===== config.mk =====
export PLATFORM = sky130hd
export DESIGN_NAME = output_port_tx
export DESIGN_NICKNAME = d
export VERILOG_FILES = /design/src/rtl/rvh_noc_pkg.sv /design/src/rtl/output_port_credit_cnt.sv /design/src/rtl/output_port_tx.sv
export SDC_FILE = /design/constraint.sdc
export NUM_CORES = 1
export LEC_CHECK = 0
export ABC_AREA = 1
export CAP_MARGIN = 25
export CORE_AREA = 3 3 207 209
export DETAILED_ROUTE_END_ITERATION = 6
export DIE_AREA = 0 0 210 212
export PLACE_DENSITY = 0.4
export SLEW_MARGIN = 20
export SYNTH_ARGS = -nofsm -noshare
export SYNTH_HDL_FRONTEND = slang
export SYNTH_HIERARCHICAL = 1
export SYNTH_SLANG_ARGS = --single-unit

===== constraint.sdc =====
create_clock -name clk -period 1.5 [get_ports clk]
set_clock_uncertainty 0.2 [all_clocks]
set_input_delay 0.225 -clock clk [delete_from_list [all_inputs] [get_ports clk]]
set_output_delay 0.225 -clock clk [all_outputs]
set_load 0.02 [all_outputs]

===== src/rtl/rvh_noc_pkg.sv =====
// Shared NoC types: flit width, VC id width and the port encoding
// used for look-ahead routing.
package rvh_noc_pkg;

  // Flit payload width used for the default flit type
  localparam int FLIT_LENGTH = 256;

  // Widest VC id a downstream credit return may carry
  localparam int VC_ID_NUM_MAX   = 16;
  localparam int VC_ID_NUM_MAX_W = $clog2(VC_ID_NUM_MAX);

  // Router port encoding: N0, S1, E2, W3, local ports 4-7
  typedef enum logic [2:0] {
    PORT_N  = 3'd0,
    PORT_S  = 3'd1,
    PORT_E  = 3'd2,
    PORT_W  = 3'd3,
    PORT_L0 = 3'd4,
    PORT_L1 = 3'd5,
    PORT_L2 = 3'd6,
    PORT_L3 = 3'd7
  } io_port_t;

endpackage


===== src/rtl/output_port_credit_cnt.sv =====
// Credit counter for one downstream VC. It resets to full (VC_DEPTH), counts
// down on a consume and up on a returned credit. Illegal moves (underflow or
// overflow) leave the count alone and raise a one-cycle error pulse.
module output_port_credit_cnt #(
  parameter int VC_DEPTH = 1
) (
  input  logic clk,
  input  logic rstn,
  input  logic consume_i,
  input  logic return_i,
  output logic avail_o,
  output logic err_o
);

  localparam int CNT_W = $clog2(VC_DEPTH + 1);
  localparam logic [CNT_W-1:0] CNT_FULL = CNT_W'(VC_DEPTH);

  logic [CNT_W-1:0] cnt_d;
  logic [CNT_W-1:0] cnt_q;

  // Next count; a consume and a return in the same cycle cancel out
  always_comb begin
    cnt_d = cnt_q;
    err_o = 1'b0;
    unique case ({consume_i, return_i})
      2'b10: begin
        if (cnt_q == '0) err_o = 1'b1;
        else             cnt_d = cnt_q - CNT_W'(1);
      end
      2'b01: begin
        if (cnt_q == CNT_FULL) err_o = 1'b1;
        else                   cnt_d = cnt_q + CNT_W'(1);
      end
      default: ;
    endcase
  end

  // Counter register; reset means the downstream buffer is empty
  always_ff @(posedge clk or negedge rstn) begin
    if (!rstn) cnt_q <= CNT_FULL;
    else       cnt_q <= cnt_d;
  end

  assign avail_o = (cnt_q != '0);

endmodule


===== src/rtl/output_port_tx.sv =====
// Router output port transmit stage: per-VC credit tracking towards the
// downstream router plus the flit path from switch traversal to the link.
// Build option: define OUTPORT_TX_REG_EN to register the tx_* outputs (one
// cycle latency); otherwise they are a combinational pass-through of st_*.
module output_port_tx
  import rvh_noc_pkg::*;
#(
  parameter type flit_payload_t = logic [FLIT_LENGTH-1:0],
  parameter int  VC_NUM         = 1,
  parameter int  VC_DEPTH       = 1,
  parameter int  VC_NUM_IDX_W   = (VC_NUM > 1 ? $clog2(VC_NUM) : 1),
  parameter int  OUTPUT_PORT_NO = 0
) (
  input  logic                       clk,
  input  logic                       rstn,
  input  logic                       consume_v_i,
  input  logic [VC_NUM_IDX_W-1:0]    consume_vc_id_i,
  input  logic                       st_flit_v_i,
  input  flit_payload_t              st_flit_i,
  input  logic [VC_NUM_IDX_W-1:0]    st_flit_vc_id_i,
  input  io_port_t                   st_flit_look_ahead_routing_i,
  output logic                       tx_flit_pend_o,
  output logic                       tx_flit_v_o,
  output flit_payload_t              tx_flit_o,
  output logic [VC_NUM_IDX_W-1:0]    tx_flit_vc_id_o,
  output io_port_t                   tx_flit_look_ahead_routing_o,
  input  logic                       tx_lcrd_v_i,
  input  logic [VC_ID_NUM_MAX_W-1:0] tx_lcrd_id_i,
  output logic [VC_NUM-1:0]          vc_credit_avail_o,
  output logic                       credit_err_o
);

  // Port numbers outside the N/S/E/W/L0-L3 range are a configuration bug
  if (OUTPUT_PORT_NO < 0 || OUTPUT_PORT_NO > 7) begin : g_bad_port_no
    $error("output_port_tx: OUTPUT_PORT_NO out of range");
  end

  logic [VC_NUM-1:0] consume_sel;
  logic [VC_NUM-1:0] return_sel;
  logic [VC_NUM-1:0] cnt_err;
  logic              id_err;
  logic              err_d;
  logic              err_q;

  // Decode consume and credit-return requests to per-VC strobes; an id with
  // no matching VC selects nothing and is flagged instead
  always_comb begin
    consume_sel = '0;
    return_sel  = '0;
    for (int v = 0; v < VC_NUM; v++) begin
      consume_sel[v] = consume_v_i && (int'(consume_vc_id_i) == v);
      return_sel[v]  = tx_lcrd_v_i && (int'(tx_lcrd_id_i) == v);
    end
    id_err = (consume_v_i && (int'(consume_vc_id_i) >= VC_NUM)) ||
             (tx_lcrd_v_i && (int'(tx_lcrd_id_i) >= VC_NUM));
  end

  for (genvar v = 0; v < VC_NUM; v++) begin : g_vc
    output_port_credit_cnt #(
      .VC_DEPTH (VC_DEPTH)
    ) u_credit_cnt (
      .clk       (clk),
      .rstn      (rstn),
      .consume_i (consume_sel[v]),
      .return_i  (return_sel[v]),
      .avail_o   (vc_credit_avail_o[v]),
      .err_o     (cnt_err[v])
    );
  end

  // Any protocol violation latches the error flag until the next reset
  always_comb begin
    err_d = err_q | id_err | (|cnt_err);
  end

  // Sticky error register
  always_ff @(posedge clk or negedge rstn) begin
    if (!rstn) err_q <= 1'b0;
    else       err_q <= err_d;
  end

  assign credit_err_o = err_q;

`ifdef OUTPORT_TX_REG_EN
  logic                    tx_v_d;
  logic                    tx_v_q;
  flit_payload_t           tx_flit_d;
  flit_payload_t           tx_flit_q;
  logic [VC_NUM_IDX_W-1:0] tx_vc_id_d;
  logic [VC_NUM_IDX_W-1:0] tx_vc_id_q;
  io_port_t                tx_route_d;
  io_port_t                tx_route_q;

  // Next link-register contents are simply the switch-traversal inputs
  always_comb begin
    tx_v_d     = st_flit_v_i;
    tx_flit_d  = st_flit_i;
    tx_vc_id_d = st_flit_vc_id_i;
    tx_route_d = st_flit_look_ahead_routing_i;
  end

  // Link output register; reset drops any flit in flight
  always_ff @(posedge clk or negedge rstn) begin
    if (!rstn) begin
      tx_v_q     <= 1'b0;
      tx_flit_q  <= '0;
      tx_vc_id_q <= '0;
      tx_route_q <= PORT_N;
    end else begin
      tx_v_q     <= tx_v_d;
      tx_flit_q  <= tx_flit_d;
      tx_vc_id_q <= tx_vc_id_d;
      tx_route_q <= tx_route_d;
    end
  end

  assign tx_flit_pend_o               = st_flit_v_i;
  assign tx_flit_v_o                  = tx_v_q;
  assign tx_flit_o                    = tx_flit_q;
  assign tx_flit_vc_id_o              = tx_vc_id_q;
  assign tx_flit_look_ahead_routing_o = tx_route_q;
`else
  // The grant cycle precedes the traversal cycle, so a grant announces a flit
  assign tx_flit_pend_o               = consume_v_i;
  assign tx_flit_v_o                  = st_flit_v_i;
  assign tx_flit_o                    = st_flit_i;
  assign tx_flit_vc_id_o              = st_flit_vc_id_i;
  assign tx_flit_look_ahead_routing_o = st_flit_look_ahead_routing_i;
`endif

endmodule


* After elaboration in Yosys (flattened, before gate mapping)
Cells that the tools add are included.
** Storage, ports and cells
- Bits in registers :: 2
- Logic and storage cells :: 24
- Output and inout bits :: 264
** Cells by class
- Multiplexer cells :: 6
- Magnitude comparators :: 2
- Bitwise logic cells :: 3
- Equal/unequal tests :: 2
- $add $sub $neg :: 2
- Reductions and logical operators :: 7
** Operators by type and width (count)
- 4-bit by 1-bit >= comparator with 1-bit output (second input constant) :: 1
- 1-bit logical AND :: 4
- 4-bit zero test :: 1
- 1-bit two-way mux :: 4
- 1-bit case mux with 2 select lines :: 2
- 2-bit by 1-bit equality test with 1-bit output (second input constant) :: 1
- 2-bit equality test (second input constant) :: 1
- 1-bit bitwise OR :: 2
- 2-bit nonzero test :: 1
- 1-bit adder (second input constant) :: 1
- 1-bit >= comparator (second input constant) :: 1
- 1-bit logical OR :: 1
- 1-bit NOT :: 1
- 1-bit subtractor (second input constant) :: 1

* Logic depth before layout (Yosys ltp)
Gate-level depths: netlist of run 1.
- Word-level depth :: 5
- Depth in mapped cells :: 11
- Gate-level depth less buffers :: 11

* Modules after synthesis
Netlist of run 1, hierarchy kept.
** Modules (own cells, without submodules)
- output_port_tx :: area each 2040.7 sq um, seq. area each 25.0 sq um, cells each 276, instances 1
- output_port_credit_cnt :: area each 88.8 sq um, seq. area each 26.3 sq um, cells each 13, instances 1

* Worst setup path after synthesis of run 1
OpenSTA, ideal clock, no wires.
- Kind :: input port to flip-flop
- Start :: input tx_lcrd_id_i[1]
- End :: register err_q (netlist: credit_err_o)
- Data arrival time :: 986 ps
- Library setup time :: 116 ps
- Required time :: 1184 ps
- Stages on the path :: 11
- Slack :: 197 ps
- Path through :: nor2_1 > nand2_1 > nor2_1 > inv_1 > ha_1 > nand2_1 > nand2_1 > nor2_1 > nand2_1 > inv_1 > nand2_1
** Between the ends
- Word-level cells in the longest chain between the ends :: 5
** Ends and longest elaborated chain
- from (decl) :: RTL line output_port_tx.sv:28 : input logic [VC_ID_NUM_MAX_W-1:0] tx_lcrd_id_i,
- 4-bit zero test * :: RTL line output_port_tx.sv:52 : return_sel[v] = tx_lcrd_v_i && (int'(tx_lcrd_id_i) == v);
- 1-bit logical AND * :: RTL line output_port_tx.sv:52
- net return_sel :: RTL line output_port_tx.sv:39 : logic [VC_NUM-1:0] return_sel;
- 2-bit by 1-bit equality test with 1-bit output / 2-bit equality test (equally long branches) :: RTL line output_port_credit_cnt.sv:25 : unique case ({consume_i, return_i})
- 1-bit case mux with 2 select lines * :: RTL line output_port_credit_cnt.sv:25
- net cnt_err :: RTL line output_port_tx.sv:40 : logic [VC_NUM-1:0] cnt_err;
- 1-bit bitwise OR * :: RTL line output_port_tx.sv:73 : err_d = err_q | id_err | (|cnt_err);
- net err_d :: RTL line output_port_tx.sv:42 : logic err_d;
- to (signal assigned) :: RTL line output_port_tx.sv:79 : else err_q <= err_d;
- to (decl) :: RTL line output_port_tx.sv:43 : logic err_q;
The timed path passes the listed nets; every way through them passes the cells marked *.
A chain may end at the register's enable or synchronous reset.

* Worst setup path in the final report of run 1
- Start :: input tx_lcrd_id_i[2]
- End :: register err_q (netlist: credit_err_o)
Same word-level chain as after synthesis.

==> impl_metrics.ini, run 1 <==
[clocking]
cts-root-buf = clkbuf_16
cts_hold_buf = 0
cts_tree = done
htreeDepth = 1
cts_buffers = 3
cts_setup_buffers = 0
worstSkewPairLatency_ps = 220
path_clk_slew_ps = 30
cts.path.max_buffers = 2
cts.sinks = 2

[route]
vias = 690
avgViaCountPerCell = 1.196
drcViolationCount = 0
drt_wl_total_um = 8663
drtPass1Iterations = 2
avgRoutedWirePerCell_um = 15.01
drtAntennaViolNets = 0
drt_iter0_markers = 19

[synthesis]
synthCells = 289
syn-cell-area_sq_um = 2130
ys_seq_area_frac = 0.02409
ys_types = 7
ys_ff_latch = 2
syn_avg_cell_area_sq_um = 7.369
yosys_warnings = 6
synth_nets = 561

[sta]
fin_ws_ps = 128.0
final.min_clock_period_ps = 1372
worstMarginPinSlew_ps = 282.9
relSlewSlack = 0.8109
grt_setup_unrepaired = no
fmax_mhz = 728.9
setup_viol = 0
hold_viol = 1
holdWs_ps = -9.186
period_share = 0.9147
slew_violations = 0

[setup_path]
critPathLaunchType = input pin
cp_data_arrival_time_ps = 1280
slowest_delay_ps = 230
path_buf_inv = 3
cp_slowest_cell = dlygate4sd2_1
worst-setup-path-type = in2reg
crit_fanout = 2
endpoint_kind = flop
crit_family = simple AND/OR/NAND/NOR gates
path_cells = dlygate4sd2_1, nor2_2, nand2_2, nor2_4, inv_1, ha_2, nand2_1, nand2_1, nor2_1, nand2_1, inv_1, nand2_1
cpMostUsedCell = nand2_1
critPathRequiredTime_ps = 1410

[die]
core_sq_um = 41020
ioPinCount = 534
core.rowCount = 74
die_w_um = 210
dieArea_sq_um = 44520
fp.dieH_um = 212
start_util = 0.05192

[finish]
drive_gt1_frac = 0.4444
register_area_sq_um = 51.30
nNetsFinal = 318
multi_input_area_sq_um = 122.6
area_growth_pct = -48.59
n_antenna_cell = 0
final_area_sq_um = 1095
n_fill_cell = 4888

[placed_design]
placed_area_sq_um = 998.5
place_congestion = 0.5086
pre_cts_slack_ps = -723.3
numPortBuffers = 11
hpwl_um = 7108

[power_and_ir_drop]
p_per_area_nw_per_um2 = 487.8
cellLeakagePower_nw = 0.2193
ir_worst_vdd_mv = 0.2826

[worst_hold_path]
hold_path_class = in2async

[status]
outcome = finished with violations
violations = hold timing

[grt]
antenna_found_initial = 2
grt_pass1_vias = 811
grt.overflow.total = 0
grt_usage = 0.03455
grt_start_max_net_pins = 5
grt_pass1_wl_um = 9611

[flow_run]
drv_cap = 0
==> layout by cell type, fill, tap and decap left out, types with 2 or more instances in the layout <==
master / Yosys / final
nand2_1: 11 / 10
buf_4: 262 / 3
dlygate4sd2_1: 0 / 6
nor2_2: 0 / 2
inv_2: 0 / 2
inv_1: 7 / 5
nor2_4: 0 / 2
buf_12: 0 / 3
clkbuf_16: 0 / 3
==> worst register-to-register path, delay by kind of cell, from the launching register on <==
family | cells | cell delay [ps]
simple gates | 5 | 280
flops | 1 | 570
buf+inv | 2 | 100
==> cell families after synthesis <==
group | Yosys count | synth area share
buffers and inverters | 269 | 0.9360
flip-flops | 2 | 0.02409
adder cells (fa/ha/maj) | 2 | 0.01175
AND/OR/NAND/NOR | 16 | 0.02820
==> cell type report <==
| cell class | instances | share of cell area |
|---|---|---|
| well taps | 532 | 0.6080 |
| repair buffers | 14 | 0.1371 |
| multi-input cells | 18 | 0.1120 |
| clock buffers | 4 | 0.07200 |
| flip-flops and latches | 2 | 0.04686 |
| inverters | 7 | 0.02400 |
==> synth_stat cells (all sizes together) <==
cell type / n / area (sq um)
dfstp: 1 / 26.28
dfrtp: 1 / 25.02
ha: 2 / 25.02
nor2: 5 / 18.77
buf: 262 / 1967
inv: 7 / 26.28
nand2: 11 / 41.29
==> where the power goes <==
| group | switching, mW | total (mW) | internal [mW] |
|---|---|---|---|
| registers | 0.00113 | 0.0567 | 0.0556 |
| clock network | 0.0669 | 0.417 | 0.350 |
| logic | 0.0299 | 0.0602 | 0.0303 |
| total | 0.0979 | 0.534 | 0.436 |
==> metal layers <==
layer  wire, um  track usage  vias up
met5          0            0        -
met4       2129      0.08138        0
met3       2842      0.04751      168
met2       2465      0.03087      241
met1       1226      0.01448      171
li1           -            -      110
==> stage by stage <==
| step | total power [mW] | setup TNS (ps) | hold slack (ps) | std cells | util |
|---|---|---|---|---|---|
| 2_1_floorplan | 1.088 | 0 | -270.6 | 289 | - |
| 3_3_place_gp | 0.1204 | -1246 | 230.4 | 574 | 0.02434 |
| 3_5_place_dp | 0.1208 | -1295 | 237.7 | 574 | 0.02434 |
| 4_1_cts | 0.5449 | 0 | 6.090 | 577 | 0.02660 |
| 5_1_grt | 0.5635 | 0 | 0.3985 | 577 | 0.02669 |
| 6_report | 0.5340 | 0 | -9.186 | 577 | 0.02669 |
==> flip-flops by register name, summed over array words and instances (netlist names) <==
signal and count:
credit_err_o 1, g_vc.u_credit_cnt/avail_o 1
==> timing repair <==
item,in CTS,in global routing
endpoints found under the setup margin,2,1
pin swaps,10,2
hold endpoints to repair,0,0
cloned,0,0
gates resized for setup,17,4
==> path summary, 6_finish.rpt <==
check                      cells past startpoint  slack [ps]                         start                      endpoint
setup / recovery                              12         130               tx_lcrd_id_i[2]                  credit_err_o
hold / removal                                 1          -9                          rstn                  credit_err_o
setup reg to reg                               7         240  g_vc[0].u_credit_cnt/avail_o                  credit_err_o
hold reg to reg                                2         310  g_vc[0].u_credit_cnt/avail_o  g_vc[0].u_credit_cnt/avail_o
max in group asynchronous                      1         890                          rstn  g_vc[0].u_credit_cnt/avail_o
min in group clk                               5         180               tx_lcrd_id_i[1]                  credit_err_o
(Power assumes the default switching activity.)
==> run 2, diff against run 1 <==
==> constraint.sdc (replaced) <==
create_clock -name clk -period 1.7 [get_ports clk]
set_clock_uncertainty 0.2 [all_clocks]
set_input_delay 0.255 -clock clk [delete_from_list [all_inputs] [get_ports clk]]
set_output_delay 0.255 -clock clk [all_outputs]
set_load 0.02 [all_outputs]
==> impl_metrics.ini, run 2 (synthesis gave the netlist of run 1 again) <==
[setup_path]
crit_fanout = 2
crit_family = buffers and inverters
path_buf_inv = 1
cp_data_arrival_time_ps = 1030
critPathRequiredTime_ps = 1240
cp_slowest_cell = dlygate4sd2_1
critPathLaunchType = flop
worst-setup-path-type = reg2out
path_cells = dlygate4sd2_1
rrSetupSlack_ps = 410
slowest_delay_ps = 460
endpoint_kind = primary output

[status]
outcome = finished clean

[grt]
grt_pass1_vias = 829
gr-max-usage-layer = met4
grt_usage = 0.03486
use_met2 = 0.03098
antenna_found_initial = 2
grt_pass1_wl_um = 9653
grt.overflow.total = 0
use_met3 = 0.04456
grt_start_max_net_pins = 5
met1_usage = 0.01618

[clocking]
htreeDepth = 1
cts_hold_buf = 0
cts_tree = done
path_clk_slew_ps = 30
cts_buffers = 3
cts-root-buf = clkbuf_16
cts.path.max_buffers = 2
cts_setup_buffers = 0
worstSkewPairLatency_ps = 220
cts.sinks = 2

[finish]
final_area_sq_um = 1101
area_growth_pct = -48.30
final_common_cell = nand2_1
nNetsFinal = 318
n_fill_cell = 4888
layout_common_cells = 10 x nand2_1, 7 x dlymetal6s2s_1, 5 x inv_1
drive_gt1_frac = 0.4000
fin_util = 0.02684

[sta]
final.min_clock_period_ps = 1483
tns_ps = 0
worstMarginPinSlew_ps = 381.2
grt_setup_unrepaired = no
slew_violations = 0
period_share = 0.8721
relSlewSlack = 0.7469
fmax_mhz = 674.5
hold_viol = 0
setup_viol = 0

[placed_design]
placed_area_sq_um = 988.4
numPortBuffers = 11
place_congestion = 0.5061

[die]
start_util = 0.05192
core_sq_um = 41020
core.rowCount = 74
die_w_um = 210
dieArea_sq_um = 44520
ioPinCount = 534
fp.dieH_um = 212

[route]
drtPass1Iterations = 2
drtAntennaViolNets = 0
drcViolationCount = 0
avgRoutedWirePerCell_um = 15.06
vias = 705
drt_iter0_markers = 10
avgViaCountPerCell = 1.220
drt_wl_total_um = 8703

[worst_hold_path]
hold_path_class = in2async

[flow_run]
drv_cap = 0

[power_and_ir_drop]
p_per_area_nw_per_um2 = 429.6
cellLeakagePower_nw = 0.2658
ir_worst_vdd_mv = 0.2440
-- run 2: cell count changes in the layout (fill, tap and decap cells not counted), sizes merged --
| cell | delta |
|---|---|
| diode | +1 |
| dlymetal6s2s | +7 |
| buf | -1 |
| dlygate4sd2 | -5 |
| clkbuf | -1 |
-- run 2: timing repair --
| action | 4_1_cts | 5_1_grt |
|---|---|---|
| pin swaps | 1 | 6 |
| setup endpoints to repair | 3 | 2 |
| gates resized for setup | 5 | 13 |
-- run 2: through the flow --
stage / worst slack, ps / cells / power, mW / hold slack, ps
floorplan: 367.1 / 289 / 0.9602 / -240.6
global placement: -517.4 / 574 / 0.1063 / 258.9
detailed placement: -558.5 / 574 / 0.1065 / 267.0
CTS: 0.7310 / 578 / 0.4846 / 35.19
global route: 121.1 / 577 / 0.4956 / 39.76
finish: 217.4 / 578 / 0.4731 / 19.18
-- run 2: final cells by class --
| cell class | instances | area, sq um | share of cell area |
|---|---|---|---|
| clock buffers | 4 | 78.83 | 0.07159 |
| repair buffers | 14 | 168.9 | 0.1534 |
| flip-flops and latches | 2 | 51.30 | 0.04659 |
| inverters | 7 | 26.28 | 0.02386 |
| well taps | 532 | 665.6 | 0.6045 |
| diodes | 1 | 2.502 | 0.002273 |
| multi-input cells | 18 | 107.6 | 0.09773 |
-- run 2: worst paths after layout --
check | cells after the start | from | end
worst max-delay path | 1 | credit_err_o | credit_err_o
worst min-delay path | 1 | rstn | credit_err_o
min in group clk | 3 | tx_lcrd_v_i | credit_err_o
worst min register to register | 2 | g_vc[0].u_credit_cnt/avail_o | g_vc[0].u_credit_cnt/avail_o
max in group asynchronous | 1 | rstn | g_vc[0].u_credit_cnt/avail_o
worst max register to register | 7 | g_vc[0].u_credit_cnt/avail_o | credit_err_o
-- run 2: metal layers --
layer	wire (um)	vias up
met5	86	-
met4	2150	4
met3	2841	174
met2	2449	237
met1	1176	178
li1	-	112
-- run 2: power breakdown --
group	switching [mW]	internal (mW)
registers	0.000998	0.0491
clock network	0.0593	0.309
logic	0.0251	0.0296
total	0.0854	0.388
==> run 3, diff against run 2 <==
--- a/config.mk
+++ b/config.mk
@@ -10,6 +10,7 @@
 export CORE_AREA = 3 3 207 209
 export DETAILED_ROUTE_END_ITERATION = 6
 export DIE_AREA = 0 0 210 212
+export GPL_TIMING_DRIVEN = 0
 export PLACE_DENSITY = 0.4
 export SLEW_MARGIN = 20
 export SYNTH_ARGS = -nofsm -noshare
==> impl_metrics.ini, run 3 (synthesis gave the netlist of run 1 again) <==
[status]
outcome = finished clean

[setup_path]
critPathLaunchType = flop
worst-setup-path-type = reg2out
critPathRequiredTime_ps = 1240
cp_data_arrival_time_ps = 1180
cp_slowest_cell = clkdlybuf4s50_1
endpoint_kind = primary output
path_buf_inv = 1
crit_family = buffers and inverters
crit_fanout = 2
slowest_delay_ps = 620
path_cells = clkdlybuf4s50_1

[placed_design]
hpwl_um = 12160
placed_area_sq_um = 5518
place_congestion = 0.7959
numPortBuffers = 272

[grt]
grt_usage = 0.04800
grt_start_max_net_pins = 5
antenna_found_initial = 2
grt_pass1_wl_um = 15440
grt_pass1_vias = 2643
grt.overflow.total = 0

[route]
drcViolationCount = 0
drt_wl_total_um = 12720
avgViaCountPerCell = 2.301
drtPass1Iterations = 4
drtAntennaViolNets = 0
vias = 2524
drt_iter0_markers = 50
avgRoutedWirePerCell_um = 11.59

[finish]
layout_common_cells = 264 x clkdlybuf4s50_1, 262 x buf_4, 10 x nand2_1
drive_gt1_frac = 0.4832
final_common_cell = clkdlybuf4s50_1
area_growth_pct = 164.0
final_area_sq_um = 5622
nNetsFinal = 838
n_antenna_cell = 0

[clocking]
cts_tree = done
cts-root-buf = clkbuf_16
cts.sinks = 2
cts_buffers = 3
worstSkewPairLatency_ps = 220
path_clk_slew_ps = 30
cts.path.max_buffers = 2
htreeDepth = 1

[die]
start_util = 0.05192
core.rowCount = 74
die_w_um = 210
ioPinCount = 534
core_sq_um = 41020
fp.dieH_um = 212
dieArea_sq_um = 44520

[sta]
grt_setup_unrepaired = no
worstMarginPinSlew_ps = 323.4
slew_violations = 0
relSlewSlack = 0.7837
tns_ps = 0
final.min_clock_period_ps = 1640
period_share = 0.9644
setup_viol = 0
hold_viol = 0
holdWs_ps = 13.74
fmax_mhz = 609.9

[power_and_ir_drop]
ir_worst_vdd_mv = 0.3570
p_per_area_nw_per_um2 = 358.0
p_total_mw = 2.012
cellLeakagePower_nw = 2.497

[worst_hold_path]
hold_path_class = in2async

[flow_run]
drv_cap = 0
-- run 3: repair_timing --
action / 4_1_cts / 5_1_grt
setup endpoints to repair: 4 / 2
setup buffers: 0 / 0
hold buffers: 0 / 0
gates cloned: 0 / 0
pin swaps: 7 / 1
gates resized for setup: 13 / 7
-- run 3: report_power, final --
part,internal (mW),switching (mW),leakage (nW)
clock,0.308,0.0515,0.0382
combinational,0.923,0.680,2.44
sequential,0.0491,0.000708,0.0191
total,1.28,0.732,2.50
-- run 3: stage by stage --
step / worst slack (ps) / std cells / utilization
2_1_floorplan: 367.1 / 289 / -
3_3_place_gp: -454.5 / 1093 / 0.1345
3_5_place_dp: -471.2 / 1093 / 0.1345
4_1_cts: 3.526 / 1097 / 0.1366
5_1_grt: 8.022 / 1097 / 0.1371
6_report: 60.49 / 1097 / 0.1371
-- run 3: area by class of cell --
class / count / area, sq um
Fill cell: 4594 / 35400
Timing Repair Buffer: 272 / 2718
Buffer: 262 / 1967
Tap cell: 532 / 665.6
Multi-Input combinational cell: 18 / 115.1
Clock buffer: 4 / 78.83
Sequential cell: 2 / 51.30
Inverter: 7 / 26.28
-- run 3: routing by layer --
layer  part of all wire  GRT usage  up-vias
li1                   -          -     1151
met1               0.31    0.04325     1066
met2               0.57     0.1002      301
met3               0.12    0.02081        4
met4             0.0042   0.006278        2
met5             0.0013          0        -
-- run 3: final timing paths --
kind                                                endpoint                          from  slack (ps)  depth (start not counted)
worst max register to register                  credit_err_o  g_vc[0].u_credit_cnt/avail_o         450                          7
worst min-delay path                            credit_err_o                          rstn          10                          1
max in group asynchronous       g_vc[0].u_credit_cnt/avail_o                          rstn        1060                          1
worst min register to register  g_vc[0].u_credit_cnt/avail_o  g_vc[0].u_credit_cnt/avail_o         280                          2
min in group clk                                credit_err_o                   tx_lcrd_v_i         120                          3
worst max-delay path                            credit_err_o                  credit_err_o          60                          1
==> patch: new RTL, config.mk and constraints of run 1 <==
The parameter `VC_NUM` goes from 1 to 2.
--- a/src/rtl/output_port_tx.sv
+++ b/src/rtl/output_port_tx.sv
@@ -6,7 +6,7 @@
   import rvh_noc_pkg::*;
 #(
   parameter type flit_payload_t = logic [FLIT_LENGTH-1:0],
-  parameter int  VC_NUM         = 1,
+  parameter int  VC_NUM         = 2,
   parameter int  VC_DEPTH       = 1,
   parameter int  VC_NUM_IDX_W   = (VC_NUM > 1 ? $clog2(VC_NUM) : 1),
   parameter int  OUTPUT_PORT_NO = 0
Interface: changed (resized vc_credit_avail_o); port bits go from 534 to 535. No check against the original RTL was run, so the function may have changed too.
==> patch against run 1 <==
The run still ends with hold timing left. Sequential share of layout area is 1.8 points higher. Via count is 8.8% higher. Non-clock buffer count is 3 higher. Hold slack better by 5.4 ps. Synthesized area is 4.8% higher. Final area is 8.9% higher. Sequential cell count is 1 higher. Setup slack worse by 60 ps. Clock power is 1% higher. Routed wire length is 18% lower. Total power is 5.7% higher. Highest routed layer unchanged.
==> patch: results (changes against run 1) <==
global_routing:
  grt_use_total_pct: 2.82  # was 3.46%
  grt_use_met3_pct: 3.53  # was 4.75%
  grtUsageMet2_pct: 3.77  # was 3.09%
  antenna_found_initial: 0  # was 2
  grt_first_pass_wirelength_um: 8110  # was 9610 um
  grt.met1_usage_pct: 0.805  # was 1.45%
power_and_ir_drop:
  p_int_mw: 0.464  # was 0.436 mW
  ir_drop_uv: 406  # was 283 uV
  p_leak_nw: 0.283  # was 0.219 nW
layout:
  nFillCells: 4889  # was 4888
  num-nets-final: 337  # was 318
  drive_gt1_share_pct: 35.5  # was 44.4%
  largest_reg_flops: 2
route:
  drtIter0Drc: 15  # was 19
  wirelength_um: 7140  # was 8660 um
  drtPass1Iterations: 3  # was 2
logic_synthesis:
  synth-seq-area-share_pct: 3.48  # was 2.41%
  synth_common_cells: "buf_4, nand2_1, inv_1"  # unchanged
  synth_area_leaders: "buf_4, nand2_1, dfstp_2"  # unchanged
  syn-num-nets: 577  # was 561
sta:
  hold_viol: 1  # unchanged
  slew_headroom_pct: 85.3  # was 81.1%
  hold-worst-slack_ps: -3.78  # was -9.19 ps
place:
  io_buffers: 12  # was 11
  gp_congestion: 0.580  # was 0.509
  dp_hpwl_um: 5950  # was 7110 um
status:
  status: "complete, but fails checks"  # unchanged
  failed_checks: "hold timing"  # unchanged
critical_path:
  path_delay_family: "flip-flops"  # was simple AND/OR/NAND/NOR gates
  worst_r2r_path_depth: 6  # was 7
  cpPeakStageDelay_ps: 520  # was 230 ps
patch: worst paths after layout:
path / start / to / slack (ps)
setup reg to reg: g_vc[1].u_credit_cnt/avail_o / credit_err_o / 260
max in group asynchronous: rstn / g_vc[0].u_credit_cnt/avail_o / 880
min in group clk: tx_lcrd_v_i / credit_err_o / 200
hold reg to reg: g_vc[0].u_credit_cnt/avail_o / g_vc[0].u_credit_cnt/avail_o / 290
hold / removal: rstn / credit_err_o / -4
setup / recovery: g_vc[1].u_credit_cnt/avail_o / vc_credit_avail_o[1] / 70
patch: cell type report:
class,count,area (um^2),area share (%)
clock buffer,4,78.8,6.61
inverter,12,45.0,3.78
multi-input combinational,26,178,14.9
sequential,3,77.6,6.51
tap,532,666,55.8
timing repair buffer,17,148,12.4
patch: cells by family after synthesis:
group                      Yosys count  share of synthesized area, %
buffers and inverters              274                          90.1
and+or+nand+nor                     22                          4.15
adders and majority gates            4                          2.24
DFF                                  3                          3.48
patch: power by group through the flow:
stage               clock network (mW)  registers [mW]  logic, mW
floorplan                            0          0.0875       1.04
global placement                     0          0.0859     0.0612
detailed placement                   0          0.0856     0.0612
CTS                              0.430          0.0850     0.0588
global route                     0.447          0.0851     0.0662
finish                           0.421          0.0849     0.0587
patch: routing by layer:
layer  share of wire (%)  vias to the layer above  routed length (um)
met5                   0                        -                   0
met4                  18                        0                1310
met3                  31                      142                2220
met2                  41                      246                2900
met1                 9.9                      207                 704
li1                    -                      156                   -
patch: through the flow:
step	setup WS, ps	hold slack, ps	cells
CTS	2.84	2.02	594
detailed placement	-354	235	590
floorplan	140	-271	303
finish	68.1	-3.78	594
global route	-36.8	13.2	594
global placement	-349	236	590
patch: repair_timing:
action	4_1_cts	5_1_grt
hold buffers	0	0
setup endpoints to repair	7	2
pin swaps	9	3
gates cloned	0	0
gates resized for setup	22	5
